**src/rtl/uart_pkg.sv**
```systemverilog
// uart_pkg: shared UART receive-path width and depth defaults
package uart_pkg;
   localparam int UART_DBIT        = 8;
   localparam int UART_FIFO_ADDR_W = 4;
   localparam int UART_OVF_CNT_W   = 8;
endpackage

```
**src/rtl/uart_fifo_regfile.sv**
```systemverilog
// uart_fifo_regfile: unreset storage array, synchronous write, asynchronous read
module uart_fifo_regfile import uart_pkg::*; #(
   parameter int DBIT   = UART_DBIT,
   parameter int ADDR_W = UART_FIFO_ADDR_W
) (
   input  logic              clk,
   input  logic              wr_en,
   input  logic [ADDR_W-1:0] wr_addr,
   input  logic [DBIT-1:0]   wr_data,
   input  logic [ADDR_W-1:0] rd_addr,
   output logic [DBIT-1:0]   rd_data
);
   logic [DBIT-1:0] mem [2**ADDR_W];
   always_ff @(posedge clk)
      if (wr_en) mem[wr_addr] <= wr_data;
   assign rd_data = mem[rd_addr];
endmodule

```
**src/rtl/uart_rx_fifo.sv**
```systemverilog
// uart_rx_fifo: FWFT receive FIFO with sticky overflow; UART_RX_FIFO_OVF_CNT_EN adds a saturating drop counter
module uart_rx_fifo import uart_pkg::*; #(
   parameter int DBIT   = UART_DBIT,
   parameter int ADDR_W = UART_FIFO_ADDR_W
) (
   input  logic              clk,
   input  logic              reset,
   input  logic              rx_done_tick,
   input  logic [DBIT-1:0]   din,
   input  logic              rd,
   input  logic              ovf_clr,
   output logic [DBIT-1:0]   rd_data,
   output logic              empty,
   output logic              full,
   output logic [ADDR_W:0]   count,
   output logic              overflow
`ifdef UART_RX_FIFO_OVF_CNT_EN
  ,output logic [UART_OVF_CNT_W-1:0] ovf_cnt
`endif
);
   localparam logic [ADDR_W:0] PTR_ONE = 1;
   logic [ADDR_W:0] wr_ptr_q, wr_ptr_d, rd_ptr_q, rd_ptr_d;
   logic            overflow_q, overflow_d;
   logic            wr_en, rd_en, drop;
   logic [DBIT-1:0] mem_data;
   always_comb begin
      wr_en      = rx_done_tick && (!full || rd);
      rd_en      = rd && !empty;
      drop       = rx_done_tick && full && !rd;
      wr_ptr_d   = wr_en ? wr_ptr_q + PTR_ONE : wr_ptr_q;
      rd_ptr_d   = rd_en ? rd_ptr_q + PTR_ONE : rd_ptr_q;
      overflow_d = drop ? 1'b1 : ovf_clr ? 1'b0 : overflow_q;
   end
   always_ff @(posedge clk) begin
      if (reset) begin
         wr_ptr_q   <= '0;
         rd_ptr_q   <= '0;
         overflow_q <= 1'b0;
      end else begin
         wr_ptr_q   <= wr_ptr_d;
         rd_ptr_q   <= rd_ptr_d;
         overflow_q <= overflow_d;
      end
   end
`ifdef UART_RX_FIFO_OVF_CNT_EN
   localparam logic [UART_OVF_CNT_W-1:0] CNT_ONE = 1;
   logic [UART_OVF_CNT_W-1:0] ovf_cnt_q, ovf_cnt_d;
   always_comb
      ovf_cnt_d = ovf_clr ? (drop ? CNT_ONE : '0)
                : (drop && ovf_cnt_q != '1) ? ovf_cnt_q + CNT_ONE : ovf_cnt_q;
   always_ff @(posedge clk)
      ovf_cnt_q <= reset ? '0 : ovf_cnt_d;
   assign ovf_cnt = ovf_cnt_q;
`endif
   uart_fifo_regfile #(.DBIT(DBIT), .ADDR_W(ADDR_W)) u_regfile (
      .clk    (clk),
      .wr_en  (wr_en && !reset),
      .wr_addr(wr_ptr_q[ADDR_W-1:0]),
      .wr_data(din),
      .rd_addr(rd_ptr_q[ADDR_W-1:0]),
      .rd_data(mem_data)
   );
   // status derives only from registered pointers; rd_data reads 0 while empty
   assign empty    = wr_ptr_q == rd_ptr_q;
   assign full     = (wr_ptr_q[ADDR_W] != rd_ptr_q[ADDR_W]) && (wr_ptr_q[ADDR_W-1:0] == rd_ptr_q[ADDR_W-1:0]);
   assign count    = wr_ptr_q - rd_ptr_q;
   assign rd_data  = empty ? '0 : mem_data;
   assign overflow = overflow_q;
endmodule

```
**config.mk**
```make
export PLATFORM = sky130hd
export DESIGN_NAME = uart_rx_fifo
export DESIGN_NICKNAME = d
export VERILOG_FILES = /design/src/rtl/uart_pkg.sv /design/src/rtl/uart_fifo_regfile.sv /design/src/rtl/uart_rx_fifo.sv
export SDC_FILE = /design/constraint.sdc
export NUM_CORES = 1
export LEC_CHECK = 0
export BUFFER_PORTS_ARGS = -buffer_cell sky130_fd_sc_hd__buf_2
export CELL_PAD_IN_SITES_DETAIL_PLACEMENT = 1
export CELL_PAD_IN_SITES_GLOBAL_PLACEMENT = 1
export CORE_MARGIN = 2
export CORE_UTILIZATION = 40
export CTS_CLUSTER_DIAMETER = 120
export CTS_CLUSTER_SIZE = 8
export DETAILED_ROUTE_END_ITERATION = 12
export GPL_ROUTABILITY_DRIVEN = 0
export GPL_TIMING_DRIVEN = 0
export PLACE_DENSITY_LB_ADDON = 0.05
export SLEW_MARGIN = 20
export SYNTH_ARGS = -nofsm -noshare
export SYNTH_HDL_FRONTEND = slang
export SYNTH_SLANG_ARGS = --single-unit
```
**constraint.sdc**
```tcl
create_clock -name clk -period 2.2 [get_ports clk]
set_input_delay 0.44 -clock clk [delete_from_list [all_inputs] [get_ports clk]]
set_output_delay 0.44 -clock clk [all_outputs]
set_load 0.01 [all_outputs]
```
==> results of run 1 <==
==> routing by layer <==
layer | global-route usage [%] | vias up
li1 | - | 1435
met1 | 23.28 | 1680
met2 | 31.33 | 55
met3 | 3.979 | 21
met4 | 7.843 | 0
met5 | 0 | -
==> worst min-delay path by stage <==
stage / to / slack (ps) / cells after the start
2_1_floorplan: flip-flop / 470 / 2
3_3_place_gp: rd_ptr_q[3] / 520 / 2
3_5_place_dp: rd_ptr_q[3] / 540 / 2
4_1_cts: wr_ptr_q[4] / 280 / 2
5_1_grt: wr_ptr_q[4] / 300 / 2
6_report: wr_ptr_q[4] / 280 / 2
==> flip-flops by register name, summed over array words and instances (netlist names), named ones only <==
register and cells:
u_regfile.mem 128, rd_ptr_q 5, wr_ptr_q 5, overflow 1
==> synthesized netlist by cell type (2+ instances only) <==
cell and n:
or3_1 4, nor3_1 5, buf_4 3, a211oi_1 16
a21oi_1 6, edfxtp_1 128, nand3_1 2, o21ai_0 4
ha_1 9, buf_2 4, mux4_1 8, nand2b_1 4
dfxtp_1 15, nor2b_1 9, xor2_1 5, mux2i_1 10
nor2_1 23, mux4_2 24, clkbuf_1 2, xnor2_1 4
buf_6 3, inv_1 7, a21o_1 2
==> cells in the final DEF, fill, tap and decap left out, drive strengths merged, types with 5 or more instances in the layout <==
cell type  instances
xor2               5
xnor2              5
nor3               5
mux4              32
mux2i             10
o21ai              5
edfxtp           128
clkinv             5
clkbuf            24
buf               88
a211oi            16
nor2b              9
ha                 9
inv                8
a21oi              6
nor2              23
dfxtp             15
==> logic make-up (layout without fill, tap and decap cells) <==
logic type	Yosys count	after routing	synth area share, %
muxes	42	42	14.52
adders and majority gates	10	10	2.263
buffers and inverters	22	131	2.413
DFF	143	143	70.71
AOI/OAI and AO/OA	32	32	3.928
and+or+nand+nor	52	52	4.547
xor gates and xnor gates	10	10	1.623
==> where the power goes <==
part           internal (W)  switching (W)  total (W)
Sequential          0.00300      0.0000243    0.00302
Clock               0.00183        0.00108    0.00291
Combinational      0.000766       0.000677    0.00144
Total               0.00560        0.00178    0.00738
==> final cells by class <==
class / instances / area, um2
Fill cell: 1332 / 6529
Clock inverter: 11 / 137.6
Clock buffer: 21 / 460.4
Sequential cell: 143 / 4164
Inverter: 7 / 31.28
Buffer: 14 / 187.7
Multi-Input combinational cell: 146 / 1914
Timing Repair Buffer: 78 / 769.5
Tap cell: 184 / 230.2
==> repair_timing <==
item | CTS | global route
resized for setup | 87 | 22
pin swaps | 25 | 32
buffers inserted | 30 | 15
gates cloned | 2 | 0
setup endpoints to repair | 136 | 121
==> metrics by stage <==
| step | setup slack (ps) | instances | hold slack, ps | utilization, % | TNS [ps] |
|---|---|---|---|---|---|
| floorplan | -132.1 | 311 | 473.8 | - | -7814 |
| global route | -480.9 | 604 | 296.1 | 54.74 | -12180 |
| detailed placement | -729.4 | 527 | 542.6 | 43.82 | -56780 |
| CTS | -405.1 | 591 | 276.2 | 53.02 | -4072 |
| global placement | -818.9 | 523 | 521.6 | 43.48 | -75830 |
| finish | -397.6 | 604 | 277.2 | 54.74 | -5432 |
==> flow_metrics.tcl, run 1 <==
set metrics [dict create \
    outcome "finished, violations left" \
    failing_checks "setup timing" \
    report.final.slew_viol_count 0 \
    finalCritPeriodShare_pct 118.1 \
    synth-edff-count 128 \
    crit_path_cell_trace "buf_12, buf_12, buf_6, mux4_2, a211oi_4, a211oi_2, buf_2" \
    ys_dominant_reg_cell "edfxtp_1" \
    routed-via-count 3191 \
    initial_core_util_pct 40.63 \
    worst_pin_slew_ps 610.3 \
    core-area_mm2 0.01442 \
    regToRegEndpoint "u_regfile.mem[6][7]" \
    mean_syn_cell_area_um2 18.84 \
    clockBufferDepth 2 \
    wl_met1_mm 5.974 \
    finalClockSkew_ps 13.14 \
    synthDominantCellAreaShare_pct 65.58 \
    gr-total-overflow 0 \
    crit_required_ps 1760 \
    grt_first_pass_wirelength_mm 20.97 \
    number_of_setup_violations_in_the_final_report 42 \
    postCtsHoldBufs 0 \
    drt_wl_total_mm 13.66 \
    met3_length_um 331 \
    fin_total_pwr_w 0.007379 \
    area_growth_syn_to_layout_pct 34.71 \
    path_max_fanout 6 \
    num_io_pins 29 \
    dpl_cell_area_mm2 0.006321 \
    post_route_cells_drive_above_1_share_pct 52.14 \
    maxcap_violations 0 \
    worst_path_max_delay_cell "mux4_2" \
    fp.dieArea_mm2 0.01564 \
    end_kind "output port" \
    synth.yosys.warnings 0 \
    max-vdd-ir-drop_mv 0.5386 \
    path_delay_family "multiplexers" \
    grt_start_max_net_pins 17 \
    clkSlewWorstSetupHoldPaths_ps 60 \
    synth.yosys.seq_area_share_pct 70.71 \
    core.rowCount 44 \
    power.leakage_nw 2.663 \
    antennaDiodeCount 0 \
    grt_antenna_before_repair 0 \
    endpoint "rd_data[0]" \
    synth_area_leader_cell "edfxtp_1" \
    nets 430 \
    achievable-frequency_mhz 385.0 \
    cp_slowest_stage_delay_ps 520 \
    cts_tree "yes" \
    clkSinkCount 143 \
    grt.total_usage_pct 18.54 \
    slew-limit-headroom_pct 59.26 \
    reg2reg_depth 8 \
    final_critical_path_setup_slack_ps -397.6 \
    synthesis.area_mm2 0.005861 \
    timing.critical_path.buf_inv 4 \
    cp_common_cell "buf_12" \
    power-per-cell-area_mw_per_mm2 934.6 \
    worstSetupPathType "flip-flop to output port" \
    timing.reg2reg.setup_slack_ps -90 \
    reg2reg_from "wr_ptr_q[2]" \
    critical_path_depth 7 \
    cts_buffers 17 \
    drt-wirelength-per-cell_um 22.61 \
    critPathArrivalTime_ps 2160 \
    first_global_vias 3418 \
    vertical_die_dimension_um 125.0 \
    report.final.hold_viol_count 0 \
    hpwlAfterDp_mm 8.534 \
    average_vias_per_placed_instance 5.283 \
    drt_pass1_iterations 4 \
    timing.final.crit_period_ps 2598 \
    critPathLaunchType "flip-flop" \
    synthArstFlopShare_pct 0 \
    post-route-drc-count 0 \
    detailroute.wirelength.met2_mm 7.096 \
    unrepaired_setup_endpoints_after_global_routing "true" \
    io_buffer_count 28 \
    root_buffer_selected_by_cts "clkbuf_16" \
    hold_path_startpoint "reset" \
    drt_iter0_drc 234 \
    worstSkewPairLatency_ps 430 \
    synth_cells 311 \
    synth_area_leaders "edfxtp_1, mux4_2, dfxtp_1" \
    synthDistinctLibCells 37 \
    postSynthRegisterBits 143 \
    die_x_um 125.0 \
    highest_layer "met4" \
    htree_levels 4 \
    postRouteAntennaNets 0 \
    final_standard_cell_area_without_fillers_mm2 0.007895 \
    net_count_of_the_mapped_netlist 334 \
    class_of_the_worst_hold_path "primary input to flip-flop" \
]
No activity file was read; power rests on OpenSTA's default activity.
==> inputs of run 2 (changes only) <==
--- a/config.mk
+++ b/config.mk
@@ -16,6 +16,7 @@
 export GPL_ROUTABILITY_DRIVEN = 0
 export GPL_TIMING_DRIVEN = 0
 export PLACE_DENSITY_LB_ADDON = 0.05
+export SETUP_SLACK_MARGIN = 0.15
 export SLEW_MARGIN = 20
 export SYNTH_ARGS = -nofsm -noshare
 export SYNTH_HDL_FRONTEND = slang
==> run 2 against run 1 <==
Net effect: the flow still finishes with violations (setup timing); via count grew 0.16%; sequential power about the same; die area stayed put; critical endpoint is now rd_data[1]; count of clock-buffer cells in the layout fell by 4; sequential share of layout area increased by 0.15 points; final cell count is 0.17% higher; total power increased by 1.1%; critical path type unchanged; highest routed layer unchanged; first-iteration DRC count down 17%; critical path depth down 1; core utilization is 0.10 points lower.
==> flow_metrics.tcl, run 2 (synthesized netlist as in run 1, its figures left out) <==
set metrics [dict create \
    worst_path_max_delay_cell "mux4_2" \
    finalClockSkew_ps 6.218 \
    layout_commonest_cell "edfxtp_1" \
    cp_slowest_stage_delay_ps 500 \
    top_regs "u_regfile.mem (128), rd_ptr_q (5), wr_ptr_q (5)" \
    report.final.slew_viol_count 0 \
    post-route-drc-count 0 \
    worstSetupPathType "flip-flop to output port" \
    vertical_die_dimension_um 125.0 \
    post_route_cells_drive_above_1_share_pct 52.49 \
    maxcap_violations 0 \
    failing_checks "setup timing" \
    grt_antenna_before_repair 0 \
    dp_cells 527 \
    io_buffer_count 28 \
    crit_required_ps 1760 \
    power-per-cell-area_mw_per_mm2 946.5 \
    critPathLaunchType "flip-flop" \
    nets 431 \
    path_max_fanout 6 \
    power.leakage_nw 2.636 \
    root_buffer_selected_by_cts "clkbuf_16" \
    mostFrequentLayoutCells "edfxtp_1, mux4_2, buf_2" \
    outcome "finished, violations left" \
    finalCritPeriodShare_pct 116.6 \
    initial_core_util_pct 40.63 \
    fp.dieArea_mm2 0.01564 \
    grt_first_pass_wirelength_mm 21.43 \
    core.rowCount 44 \
    timing.reg2reg.setup_slack_ps 10 \
    clkSlewWorstSetupHoldPaths_ps 60 \
    unrepaired_setup_endpoints_after_global_routing "true" \
    largest-register "u_regfile.mem" \
    timing.final.crit_period_ps 2566 \
    hpwlAfterDp_mm 8.487 \
    largest_register_ffs 128 \
    cts_tree "yes" \
    num_io_pins 29 \
    drt_wl_total_mm 13.92 \
    worst_hold_slack_ps 285.3 \
    final_critical_path_setup_slack_ps -365.7 \
    class_of_the_worst_hold_path "primary input to flip-flop" \
    number_of_setup_violations_in_the_final_report 11 \
    worstSkewPairLatency_ps 420 \
    achievable-frequency_mhz 389.8 \
    area_growth_syn_to_layout_pct 34.46 \
    slew-limit-headroom_pct 64.51 \
    critPathArrivalTime_ps 2130 \
    core-area_mm2 0.01442 \
    clkSinkCount 143 \
    gr-total-overflow 0 \
    cts_buffers 17 \
    die_x_um 125.0 \
    drt-wirelength-per-cell_um 23.01 \
    end_kind "output port" \
    clockBufferDepth 2 \
    max-vdd-ir-drop_mv 0.5388 \
    postRouteAntennaNets 0 \
    path_delay_family "multiplexers" \
    antennaDiodeCount 0 \
    stdcell_count 605 \
    first_global_vias 3502 \
    crit_path_cell_trace "buf_12, buf_12, mux4_2, a211oi_2, a211oi_2, buf_2" \
    drt_iter0_drc 194 \
    fin_total_pwr_w 0.007458 \
    grt.total_usage_pct 18.77 \
    drt_pass1_iterations 4 \
    average_vias_per_placed_instance 5.283 \
    report.final.hold_viol_count 0 \
    fin_tns_setup_ps -3039 \
    n_fill_cell 1316 \
    timing.critical_path.buf_inv 3 \
    worst_pin_slew_ps 530.6 \
    utilization_pct 54.63 \
    grt_start_max_net_pins 17 \
    routed-via-count 3196 \
    htree_levels 4 \
]
==> run 2: final timing paths <==
kind / startpoint / endpoint / cells after the start
worst max register to register: wr_ptr_q[2] / u_regfile.mem[5][6] / 9
worst max-delay path: flip-flop / rd_data[1] / 6
worst min register to register: wr_ptr_q[4] / wr_ptr_q[4] / 2
worst min-delay path: reset / wr_ptr_q[4] / 2
==> run 2: layout make-up <==
class / instances / area, um2 / area share (%)
Buffer: 15 / 185.2 / 2.350
Clock buffer: 17 / 425.4 / 5.399
Clock inverter: 15 / 195.2 / 2.477
Inverter: 7 / 31.28 / 0.3970
Multi-Input combinational cell: 146 / 1887 / 23.94
Sequential cell: 143 / 4168 / 52.89
Tap cell: 184 / 230.2 / 2.922
Timing Repair Buffer: 78 / 758.2 / 9.622
==> run 2: layer usage <==
layer	share of wire [%]	track usage, %
met5	0	0
met4	2.0	6.340
met3	2.8	5.049
met2	53	31.75
met1	43	23.55
==> run 2: metrics by stage <==
stage | setup slack (ps) | area (um2)
after detailed placement | -441.2 | 6375
after global placement | -698.7 | 6325
final | -365.7 | 7880
after floorplan | 31.98 | 5954
after CTS | -387.0 | 7615
after global routing | -437.2 | 7880
==> run 2: power breakdown <==
group	internal, W	leakage [nW]	switching [W]
logic	0.000760	1.07	0.000688
clock network	0.00189	0.291	0.00110
registers	0.00299	1.28	0.0000256
==> run 2: repair_timing <==
action                                  4_1_cts  5_1_grt
gates resized for setup                      85       19
pin swaps                                    37       24
setup buffers                                25       19
hold buffers                                  0        0
gates cloned                                  1        1
endpoints found under the setup margin      140      130
